`config.mk`:
```
export PLATFORM = sky130hd
export DESIGN_NAME = ro_freq_meter
export DESIGN_NICKNAME = d
export VERILOG_FILES = /design/src/rtl/ro_freq_meter.sv
export SDC_FILE = /design/constraint.sdc
export NUM_CORES = 1
export LEC_CHECK = 0
export ABC_AREA = 1
export CAP_MARGIN = 20
export CORE_MARGIN = 3
export CORE_UTILIZATION = 55
export DETAILED_ROUTE_END_ITERATION = 8
export GPL_TIMING_DRIVEN = 0
export PLACE_DENSITY = 0.81
export SYNTH_ARGS = -nofsm -noshare
export SYNTH_HDL_FRONTEND = slang
export SYNTH_SLANG_ARGS = --single-unit
```
`constraint.sdc`:
```
create_clock -name clk -period 2 [get_ports clk]
set_input_delay 0.3 -clock clk [delete_from_list [all_inputs] [get_ports clk]]
set_output_delay 0.3 -clock clk [all_outputs]
set_load 0.01 [all_outputs]
```
`src/rtl/ro_freq_meter.sv`:
```
// Multi-channel ring-oscillator frequency meter: counts rising edges per channel over a 2^GATE_LOG2 gate.
// Latency: SYNC_STAGES+1 settle + 2^GATE_LOG2 gate + 1 report cycles per channel; done is high in the report cycle.
// No backpressure: done is a one-cycle pulse. Optional macro RO_FREQ_METER_PEAK_EN adds a running peak register.
module ro_freq_meter #(
    parameter int NCH         = 4,
    parameter int CW          = 16,
    parameter int GATE_LOG2   = 10,
    parameter int SYNC_STAGES = 2,
    localparam int IW         = (NCH > 1) ? $clog2(NCH) : 1
) (
    input  logic           clk,
    input  logic           reset_n,
    input  logic           ena,
    input  logic [NCH-1:0] osc_in,
    input  logic [NCH-1:0] chan_mask,
    input  logic           start,
    input  logic           continuous,
    output logic           busy,
    output logic           done,
    output logic [IW-1:0]  result_chan,
    output logic [CW-1:0]  result,
    output logic           overflow
`ifdef RO_FREQ_METER_PEAK_EN
    ,
    input  logic           peak_clr,
    output logic [CW-1:0]  peak
`endif
);

    localparam int SETTLE_N = SYNC_STAGES + 1;
    localparam int GATE_N   = 1 << GATE_LOG2;
    localparam int TMAX     = (SETTLE_N > GATE_N) ? SETTLE_N : GATE_N;
    localparam int TW       = $clog2(TMAX + 1);
    localparam logic [TW-1:0] SETTLE_LAST = TW'(SETTLE_N - 1);
    localparam logic [TW-1:0] GATE_LAST   = TW'(GATE_N - 1);

    typedef enum logic [1:0] {IDLE, SETTLE, GATE, REPORT} state_e;

    state_e           state_q, state_d;
    logic [NCH-1:0]   sync_q [SYNC_STAGES];
    logic [NCH-1:0]   prev_q;
    logic [NCH-1:0]   mask_q, mask_d;
    logic [IW-1:0]    sel_q, sel_d;
    logic [TW-1:0]    timer_q, timer_d;
    logic [CW-1:0]    cnt_q, cnt_d;
    logic             ovf_q, ovf_d;
    logic [CW-1:0]    result_q;
    logic [IW-1:0]    result_chan_q;
    logic             overflow_q;
    logic             load;
    logic [NCH-1:0]   rise;
    logic [IW-1:0]    low_in, low_q, nxt_idx;
    logic             nxt_vld;

    assign rise        = sync_q[SYNC_STAGES-1] & ~prev_q;
    assign busy        = (state_q != IDLE);
    assign done        = (state_q == REPORT);
    assign result      = result_q;
    assign result_chan = result_chan_q;
    assign overflow    = overflow_q;

    // Free-running input synchronisers plus one delayed copy for edge detection.
    always_ff @(posedge clk or negedge reset_n) begin
        if (!reset_n) begin
            for (int s = 0; s < SYNC_STAGES; s++) sync_q[s] <= '0;
            prev_q <= '0;
        end else begin
            sync_q[0] <= osc_in;
            for (int s = 1; s < SYNC_STAGES; s++) sync_q[s] <= sync_q[s-1];
            prev_q <= sync_q[SYNC_STAGES-1];
        end
    end

    // Channel pickers: lowest bit of the new mask, lowest captured bit, and next captured bit above sel_q.
    always_comb begin
        low_in  = '0;
        low_q   = '0;
        nxt_idx = '0;
        nxt_vld = 1'b0;
        for (int i = NCH - 1; i >= 0; i--) begin
            if (chan_mask[i]) low_in = IW'(i);
            if (mask_q[i])    low_q  = IW'(i);
            if (mask_q[i] && (i > int'(sel_q))) begin
                nxt_idx = IW'(i);
                nxt_vld = 1'b1;
            end
        end
    end

    // Next-state logic. Results are loaded on the final gate cycle so they are already valid while done is high.
    always_comb begin
        state_d = state_q;
        mask_d  = mask_q;
        sel_d   = sel_q;
        timer_d = timer_q;
        cnt_d   = cnt_q;
        ovf_d   = ovf_q;
        load    = 1'b0;
        case (state_q)
            IDLE: begin
                if (start && ena && (chan_mask != '0)) begin
                    mask_d  = chan_mask;
                    sel_d   = low_in;
                    timer_d = SETTLE_LAST;
                    state_d = SETTLE;
                end
            end
            SETTLE: begin
                cnt_d = '0;
                ovf_d = 1'b0;
                if (timer_q == '0) begin
                    timer_d = GATE_LAST;
                    state_d = GATE;
                end else begin
                    timer_d = timer_q - 1'b1;
                end
            end
            GATE: begin
                if (rise[sel_q]) begin
                    if (cnt_q == {CW{1'b1}}) ovf_d = 1'b1;
                    else                     cnt_d = cnt_q + 1'b1;
                end
                if (timer_q == '0) begin
                    load    = 1'b1;
                    state_d = REPORT;
                end else begin
                    timer_d = timer_q - 1'b1;
                end
            end
            REPORT: begin
                timer_d = SETTLE_LAST;
                if (nxt_vld) begin
                    sel_d   = nxt_idx;
                    state_d = SETTLE;
                end else if (continuous) begin
                    sel_d   = low_q;
                    state_d = SETTLE;
                end else begin
                    state_d = IDLE;
                end
            end
            default: state_d = IDLE;
        endcase
        if (!ena) begin
            state_d = IDLE;
            load    = 1'b0;
        end
    end

    // FSM, measurement and result registers.
    always_ff @(posedge clk or negedge reset_n) begin
        if (!reset_n) begin
            state_q       <= IDLE;
            mask_q        <= '0;
            sel_q         <= '0;
            timer_q       <= '0;
            cnt_q         <= '0;
            ovf_q         <= 1'b0;
            result_q      <= '0;
            result_chan_q <= '0;
            overflow_q    <= 1'b0;
        end else begin
            state_q <= state_d;
            mask_q  <= mask_d;
            sel_q   <= sel_d;
            timer_q <= timer_d;
            cnt_q   <= cnt_d;
            ovf_q   <= ovf_d;
            if (load) begin
                result_q      <= cnt_d;
                result_chan_q <= sel_q;
                overflow_q    <= ovf_d;
            end
        end
    end

`ifdef RO_FREQ_METER_PEAK_EN
    logic [CW-1:0] peak_q;
    assign peak = peak_q;

    // Running maximum of reported results; a clear coinciding with done restarts from that result.
    always_ff @(posedge clk or negedge reset_n) begin
        if (!reset_n) begin
            peak_q <= '0;
        end else if (peak_clr) begin
            peak_q <= done ? result_q : '0;
        end else if (done && (result_q > peak_q)) begin
            peak_q <= result_q;
        end
    end
`endif

endmodule

```
==> summary.txt <==
Yosys
  – Mapped Nets: just under 500
  – Post-Synth Simple-Gate Area: about a third
  – Post-synthesis compound-gate area fraction: 7.36%
  – Mux cell area share after synthesis: 0%
  – Sequential area share after synthesis: roughly 46%
  – Xor and xnor area share after synthesis: 1.20%
  – Warnings from Yosys: 0
  – Syn Area/Cell: 7.76 µm²
  – Largest family of logic cells by synthesized area: simple AND/OR/NAND/NOR gates
  – Number of synthesized register bits: between 60 and 70
  – Post-Syn Area: roughly 3600 µm²
  – Adder-cell share of the synthesized area: around 2.4%
  – Yosys cell types: 35
  – Synth Instances: 469

Detailed routing
  – Routed vias: 3,158
  – Routed Antenna Nets: 0
  – Mean routed wirelength per cell: 13.4 µm
  – Avg Vias per Cell: 5.27
  – Post-Route WL: between 8000 and 9000 µm
  – Remaining DRCs: 0
  – Iteration-0 DRC count of the detailed router: 225
  – Drt pass-1 iters: 6

Worst hold path
  – Hold Path Class: input port to asynchronous set/reset pin

Placement
  – Port buffer count: 33
  – Detailed placement HPWL: 5600 µm
  – Pre-CTS setup slack: -0.191 ns
  – Placer Congestion: approximately 0.97
  – Post-DP Area: 4060 µm²

Clock tree
  – Clock transition at the registers of the reported paths: 0.08 ns
  – Number of H-tree levels: 3
  – Cts hold-fix bufs: 0
  – Clock latency at the later pin of the worst-skew pair: 0.34 ns
  – Clock root cell: clkbuf_8
  – Max clock buf depth: 2
  – Num CTS Buffers: 9
  – Clock sink count: 67
  – TritonCTS clock tree: yes

STA
  – Final Slew Violations: 0
  – Final setup violating endpoints: 0
  – Setup ws final: 0.0526 ns
  – Clk_skew: 0.00971 ns
  – Least-Margin Pin Slew: between 0.8 and 0.9 ns
  – Period utilization: 97.4%
  – Final Hold Fails: 0
  – Fmax: ~0.51 GHz
  – Relative slew slack: around 46%
  – Crit path time final: just under 2 ns

Final layout
  – Post-route cell area: roughly 4300 µm²
  – Area delta synth->final: 18.7%
  – Ant. Diodes: 0
  – Layout cells sized above 1: 12.6%
  – Nets@finish: 537

Worst setup path
  – Reg2reg start: state_q[1]
  – Setup crit start kind: flop
  – CP max-delay cell: clkdlybuf4s50_1
  – Critical Path RT: 1.70 ns
  – Largest delay share family, worst path: buffers and inverters
  – Crit. End Element: output pin
  – Critical path buffer and inverter count: 2
  – Arrival time at the worst endpoint: 1.65 ns
  – Reg2reg end: result[1]
  – R2R setup slack: 0.11 ns
  – Worst-path cell chain: buf_4 > ha_1 > clkdlybuf4s50_1
  – Max FO, Critical Path: 4
  – WS Path Type: flop to output pin
  – CP max stage delay: 0.56 ns
  – R2r worst-path depth: 10

Floorplan
  – Die ar.: 7630 µm²
  – Io pins: 34
  – Total core area: 6390 µm²
  – Starting Density: 57.0%
  – Cell row count: 29
  – Die W: 87.4 µm
  – Die H: 87.4 µm

Power
  – Worst VDD drop: ~0.00084 V
  – Pwr/cell area: 1150 nW/µm²
  – LEAKAGE: 2.16 nW
  – Total chip power: about 0.005 W

GRT
  – First-pass GRT wire length: 14,100 µm
  – Vias in the first global route: about 3,100
  – GRT Overall Usage: a little under a quarter
  – Initial antenna violation count: 0
  – Gr ovfl total: 0
  – Largest net degree at the start of global routing: slightly below 70

Status
  – Status: completed

Job
  – Max-cap violations: 0
[kinds of logic (layout without fill, tap and decap cells)]
| kind of cell | after synthesis | in the layout |
|---|---|---|
| XOR/XNOR | 5 | 5 |
| AO/OA/AOI/OAI | 47 | 47 |
| adder cells (fa/ha/maj) | 7 | 7 |
| buffers and inverters | 69 | 122 |
| flip-flops | 67 | 67 |
| AND/OR/NAND/NOR | 274 | 274 |
[flip-flops by register name (all words and copies together), names as in the netlist, 2 cells and up]
register,count
cnt_q,16
result,16
timer_q,11
sync_q,8
mask_q,4
prev_q,4
result_chan,2
sel_q,2
state_q,2
[power breakdown]
part | internal [W] | switching (W) | total [W]
Combinational | 0.000761 | 0.00137 | 0.00213
Sequential | 0.00154 | 0.000171 | 0.00172
Clock | 0.000584 | 0.000549 | 0.00113
[Yosys cell counts (all sizes together)]
cell | n | area (µm²)
inv | 59 | 221
o32ai | 1 | 8.76
o21bai | 2 | 15.0
buf | 8 | 63.8
nand2 | 164 | 643
ha | 7 | 87.6
nor3b | 1 | 12.5
a21boi | 1 | 7.51
xor2 | 5 | 43.8
dfrtp | 67 | 1680
clkbuf | 1 | 3.75
a22oi | 2 | 15.0
o22ai | 4 | 25.0
clkinv | 1 | 3.75
o211ai | 1 | 7.51
a21oi | 4 | 20.0
nor3 | 3 | 15.0
nor2 | 49 | 246
nand4 | 20 | 125
and3 | 3 | 18.8
nand3 | 33 | 203
o21ai | 31 | 163
a31oi | 1 | 6.26
nand3b | 1 | 7.51
[how the worst max path moves through the flow]
stage | startpoint | to | cells past startpoint
CTS | state_q[1] | busy | 4
finish | state_q[1] | done | 3
global route | state_q[1] | done | 3
detailed placement | state_q[0] | result[11] | 10
floorplan | state_q[0] | cnt_q[11] | 8
global placement | reset_n | mask_q[1] | 1
[routing by layer]
metal	vias to the layer above	track usage [%]	part of all wire, %
li1	1600	-	-
met1	1446	31.6	47
met2	92	36.3	47
met3	20	4.07	4.3
met4	0	10.7	2.2
met5	-	0	0
[layout make-up]
class                      instances  area [µm²]
timing repair buffer              37         360
inverter                          60         239
fill                             525        2070
clock buffer                       9         124
buffer                             9        68.8
tap                               77        96.3
sequential                        67        1680
clock inverter                     7        77.6
multi-input combinational        333        1680
[metrics by stage]
stage | setup TNS, ns | hold slack [ns] | cells | util [%]
after floorplan | 0 | 0.00441 | 469 | -
after global placement | -101.30 | 0.332 | 579 | 63.7
after detailed placement | -0.821 | 0.337 | 579 | 63.6
after CTS | 0 | 0.0756 | 597 | 67.1
after global routing | -0.0199 | 0.107 | 599 | 67.7
final | 0 | 0.0496 | 599 | 67.7
[what timing repair did]
| action | 4_1_cts | 5_1_grt |
|---|---|---|
| gates resized for setup | 3 | 4 |
| setup buffers | 2 | 2 |
| endpoints found under the setup margin | 10 | 5 |
[placed cells by master, fill, tap and decap left out, types with 2 or more instances in the layout]
cell             instances
clkinv_4                 3
nor2_4                   7
nand2_2                  2
buf_6                    3
inv_2                    7
nand3_2                  5
nand2_1                159
inv_1                   52
ha_1                     7
a21oi_1                  4
nor2_2                   7
nand3_1                 27
o21ai_1                 11
nor2_1                  35
buf_2                    4
nor3_1                   3
o22ai_1                  4
o21ai_0                 18
and3_1                   3
a22oi_1                  2
o21bai_1                 2
buf_4                    7
nand2_4                  3
nand4_1                 20
clkdlybuf4s50_1         31
dfrtp_1                 67
clkbuf_8                 9
xor2_1                   5
o21ai_2                  2
Note: power is estimated with default switching activity, not from simulation.
